### src/rtl/pif_xi_master.sv
// Bridges the I2C slave byte stream onto the PIF register bus: the first byte after a
// start selects the register, later bytes are write data, reads return XO after its lag.
module pif_xi_master #(
  parameter int unsigned ADDR_W = 6,
  parameter int unsigned SUBA_W = 4,
  parameter int unsigned DATA_W = 6
) (
  input  logic              xclk,
  input  logic              sys_rst,
  input  logic              i2c_start,
  input  logic              i2c_stop,
  input  logic              i2c_wr_vld,
  input  logic [7:0]        i2c_wr_data,
  input  logic              i2c_rd_req,
  output logic [7:0]        i2c_rd_data,
  output logic              i2c_rd_vld,
  output logic              XI_PWr,
  output logic [ADDR_W-1:0] XI_PRWA,
  output logic [DATA_W-1:0] XI_PD,
  output logic [SUBA_W-1:0] XI_PRdSubA,
  output logic              XI_PRdFinished,
  input  logic [7:0]        XO,
  output logic              busy,
  output logic              err
);

  typedef enum logic [1:0] {IDLE, GET_ADDR, ACTIVE, RD_WAIT} state_t;

  state_t            state_q, state_d;
  logic              rd_cnt_q, rd_cnt_d;
  logic [ADDR_W-1:0] prwa_d;
  logic [DATA_W-1:0] pd_d;
  logic [SUBA_W-1:0] suba_d;
  logic [7:0]        rd_data_d;
  logic              pwr_d, fin_d, rd_vld_d, busy_d, err_d;

  // Only the low ADDR_W/DATA_W bits of a host byte carry meaning.
  logic unused_wr_bits;
  assign unused_wr_bits = ^i2c_wr_data;

  always_comb begin
    state_d   = state_q;
    rd_cnt_d  = rd_cnt_q;
    prwa_d    = XI_PRWA;
    pd_d      = XI_PD;
    suba_d    = XI_PRdSubA;
    rd_data_d = i2c_rd_data;
    pwr_d     = 1'b0;
    fin_d     = 1'b0;
    rd_vld_d  = 1'b0;
    busy_d    = 1'b0;
    err_d     = err;

    case (state_q)
      IDLE: begin
        if (i2c_start) state_d = GET_ADDR;
      end

      GET_ADDR, ACTIVE: begin
        if (i2c_start) begin
          state_d = GET_ADDR;
        end else if (i2c_rd_req) begin
          state_d  = RD_WAIT;
          rd_cnt_d = 1'b0;
          busy_d   = 1'b1;
        end else begin
          // A byte arriving with stop is still consumed before going idle.
          if (i2c_wr_vld) begin
            if (state_q == GET_ADDR) begin
              prwa_d  = i2c_wr_data[ADDR_W-1:0];
              suba_d  = '0;
              state_d = ACTIVE;
            end else begin
              pd_d  = i2c_wr_data[DATA_W-1:0];
              pwr_d = 1'b1;
            end
          end
          if (i2c_stop) state_d = IDLE;
        end
      end

      RD_WAIT: begin
        busy_d = 1'b1;
        if (i2c_wr_vld || i2c_rd_req || i2c_start || i2c_stop) err_d = 1'b1;
        if (!rd_cnt_q) begin
          rd_cnt_d = 1'b1;
        end else begin
          rd_data_d = XO;
          rd_vld_d  = 1'b1;
          fin_d     = 1'b1;
          suba_d    = XI_PRdSubA + SUBA_W'(1);
          state_d   = ACTIVE;
        end
      end
    endcase
  end

  always_ff @(posedge xclk) begin
    if (sys_rst) begin
      state_q        <= IDLE;
      rd_cnt_q       <= 1'b0;
      XI_PWr         <= 1'b0;
      XI_PRWA        <= '0;
      XI_PD          <= '0;
      XI_PRdSubA     <= '0;
      XI_PRdFinished <= 1'b0;
      i2c_rd_data    <= '0;
      i2c_rd_vld     <= 1'b0;
      busy           <= 1'b0;
      err            <= 1'b0;
    end else begin
      state_q        <= state_d;
      rd_cnt_q       <= rd_cnt_d;
      XI_PWr         <= pwr_d;
      XI_PRWA        <= prwa_d;
      XI_PD          <= pd_d;
      XI_PRdSubA     <= suba_d;
      XI_PRdFinished <= fin_d;
      i2c_rd_data    <= rd_data_d;
      i2c_rd_vld     <= rd_vld_d;
      busy           <= busy_d;
      err            <= err_d;
    end
  end

endmodule

### config.mk
export PLATFORM = sky130hd
export DESIGN_NAME = pif_xi_master
export DESIGN_NICKNAME = d
export VERILOG_FILES = /design/src/rtl/pif_xi_master.sv
export SDC_FILE = /design/constraint.sdc
export NUM_CORES = 1
export LEC_CHECK = 0
export BUFFER_PORTS_ARGS = -buffer_cell sky130_fd_sc_hd__buf_2
export CAP_MARGIN = 20
export CORE_UTILIZATION = 40
export DETAILED_ROUTE_END_ITERATION = 7
export PLACE_DENSITY = 0.79
export SLEW_MARGIN = 10
export SYNTH_ARGS = -nofsm -noshare
export SYNTH_HDL_FRONTEND = slang
export SYNTH_SLANG_ARGS = --single-unit
export TNS_END_PERCENT = 5
### constraint.sdc
create_clock -name xclk -period 4.2 [get_ports xclk]
set_input_delay 0.63 -clock xclk [delete_from_list [all_inputs] [get_ports xclk]]
set_output_delay 0.63 -clock xclk [all_outputs]
set_load 0.1 [all_outputs]
==> results.md <==
* Final WL at 2.73 mm
* Worst Setup End Kind: register
* XOR/XNOR Fraction of Synth Area at 0%
* Die height at 59.5 um
* Clock tree from TritonCTS: done
* Pwr/cell area at 342 nW/um^2
* RePlAce Congestion at 0.904
* Layout Skew at 0.00497 ns
* Required time worst endpoint at 4.40 ns
* Hold path cells at 2
* Status: complete, no violations
* Pwr Total at 0.565 mW
* Post-Place Cells at 229
* Average wire per cell in the routed design at 11.5 um
* GRT overflow at 0
* Synth Net Count at 171
* Vias per cell at 4.85
* Starting Density at 42.6%
* Vias in the first global route at 1,013
* Place WS at 2.19 ns
* Root buf cell: clkbuf_4
* Hold Slack at 0.460 ns
* Critical setup path kind: register to register
* Logic gate share of total power at 11.7%
* Share of layout cells above drive strength 1 at 31.1%
* # DRC at 0
* Clock Latency Late Sink at 0.32 ns
* Simple-gate area share of the yosys netlist at 21.2%
* Proportion of synthesized area in mux cells at 9.84%
* Setup TNS at 0 ns
* First-pass GRT wire length at 4.45 mm
* Slew Viols, Final at 0
* Design area at 1650 sq um
* Top cell type's share of synthesized area at 46.9%
* Fmax at 0.494 GHz
* Crit share post-route at 48.2%
* Count of buffers from port buffering at 48
* Hold buffers post-CTS at 0
* Critical Path Start Type: register
* Dpl hpwl at 1.99 mm
* All-layer global routing usage at 17.1%
* Main combinational cell family by area after synthesis: simple AND/OR/NAND/NOR gates
* Final Hold Fails at 0
* Worst reg2reg path depth at 6
* Slew HR at 64.4%
* Min cycle time layout at 2.03 ns
* H-tree Lvls at 2
* Reg area at 621 sq um
* Yosys Warn Count at 0
* Post-CTS Setup Bufs at 0
* Clk buf depth at 2
* Worst min path class: register to register
* Max VDD drop at 0.209 mV
* Ports at 51
* Post-Synth Adder-Cell Area at 3.78%
* # diodes at 0
* CTS buffer count at 5
* Final setup fails at 0
* CP Cell Sequence: inv_1 > ha_1 > nor3b_1 > nand3b_1 > mux2i_1 > nor2_1
* CP Data Arrival Time at 2.23 ns
* Register bit total from synthesis at 31
* Die Width at 59.5 um
* Ranking of synthesized cells by area: dfxtp_1, mux2i_1, a21oi_1
* Synthesized cell area at 1320 sq um
* MaxCap Viol Count at 0
* Post-cts resize count at 0
* Peak fanout along the critical path at 7
* Fin util at 53.1%
* Clk pin slew, worst setup/hold paths at 0.10 ns
* RSZ-0062 raised after global routing: false
* Cell Int Power at 0.417 mW
* Sequential fraction of design power at 53.1%
* Core area at 3100 sq um
* DR vias at 1,150
* Sw frac at 26.1%
* Die area at 3540 sq um
* Synth cell types at 30
* Final #Nets at 218
* Area of placed instances at 1580 sq um
* Slowest library cell on the worst path: nand3b_1
* Syn Inst Count at 145
* Initial antenna violation count at 0
* Fin worst setup slack at 2.17 ns
* Clock power frac at 35.2%
* Compound-cell area share of the yosys netlist at 14.0%
* Syn_area_per_cell at 9.12 sq um
* 1st-iter DRT viols at 31
* First drt pass iteration count at 4
* Dominant cell type by area after synthesis: dfxtp_1
* Sw power at 0.147 mW
* CP max stage delay at 0.40 ns
* Fin cells at 237
* Synth-to-Final Area Change at 24.7%
* Footprint of the multi-input gates at 646 sq um
* Largest net degree at the start of global routing at 31
* Filler instances at 330
* Detail Route Antenna Nets at 0
* Clock Sink Count at 31
* Sequential area share after synthesis at 46.9%
* Num rows at 20
* Lkg Pwr at 0.794 nW
* Worst-margin pin slew at 0.534 ns
power by group through the flow:
stage	combinational [mW]	clock [mW]	sequential, mW
6_report	0.0661	0.199	0.300
5_1_grt	0.0713	0.223	0.301
4_1_cts	0.0662	0.205	0.300
3_5_place_dp	0.0661	0	0.307
3_3_place_gp	0.0653	0	0.307
2_1_floorplan	0.0316	0	0.322
synth_stat cells:
cell type and n:
a211oi_1 1, a21oi_1 15, a221o_2 1, a31oi_1 2
and2_1 3, buf_1 1, buf_2 3, buf_4 1
clkbuf_1 3, dfxtp_1 31, ha_1 4, inv_1 5
mux2i_1 13, nand2_1 19, nand2b_1 1, nand3b_1 2
nand4_1 1, nor2_1 20, nor2_8 1, nor2b_1 4
nor3_1 2, nor3b_1 1, nor4_1 1, o21ai_0 1
o2bb2ai_1 4, o2bb2ai_2 1, o31ai_1 1, o41ai_2 1
or3b_4 1, or4_1 1
cell families (layout without fill, tap and decap cells):
| family | after synthesis | in the layout |
|---|---|---|
| mux | 13 | 13 |
| fa+ha+maj | 4 | 4 |
| compound gates | 27 | 27 |
| flops | 31 | 31 |
| buf+inv | 13 | 61 |
| simple gates | 57 | 57 |
metal layers:
metal / part of all wire (%) / vias to the layer above / routed length [um] / global-route usage (%)
met5: 0 / - / 0 / 0
met4: 0.73 / 0 / 20 / 5.98
met3: 6.6 / 4 / 180 / 6.99
met2: 45 / 38 / 1240 / 26.3
met1: 47 / 521 / 1290 / 21.5
li1: - / 587 / - / -
path summary, 6_finish.rpt:
path	startpoint	end	slack, ns
worst min-delay path	i2c_rd_data[4]	i2c_rd_data[4]	0.46
worst max-delay path	state_q[0]	XI_PD[4]	2.17
worst max register to register	state_q[0]	XI_PD[4]	2.17
worst min register to register	i2c_rd_data[4]	i2c_rd_data[4]	0.46
flip-flops by register name (all words and copies together), names as in the netlist:
name,count
i2c_rd_data,8
XI_PD,6
XI_PRWA,6
XI_PRdSubA,4
state_q,2
XI_PRdFinished,1
XI_PWr,1
busy,1
err,1
rd_cnt_q,1
cell usage in the layout, fill, tap and decap left out, types with 2 or more instances in the layout:
| cell | count |
|---|---|
| mux2i_1 | 13 |
| dfxtp_1 | 31 |
| and2_1 | 3 |
| o2bb2ai_1 | 4 |
| a21oi_1 | 15 |
| inv_1 | 5 |
| nand2_1 | 19 |
| nor2_1 | 20 |
| buf_2 | 48 |
| nor3_1 | 2 |
| nand3b_1 | 2 |
| nor2b_1 | 4 |
| ha_1 | 4 |
| clkbuf_4 | 5 |
| a31oi_1 | 2 |
| clkbuf_8 | 2 |
final cells by class:
cell class	instances	area share, %
well taps	44	3.34
clock buffers	8	4.17
inverters	5	1.14
flip-flops and latches	31	37.6
multi-input cells	101	39.2
repair buffers	48	14.6
critical path: cells and delay by family, from the launching register on:
family / cells / cell delay [ns]
simple gates: 3 / 0.82
flops: 1 / 0.39
fa+ha+maj: 1 / 0.37
mux: 1 / 0.27
buf+inv: 1 / 0.06
Note: power is estimated with default switching activity, not from simulation.
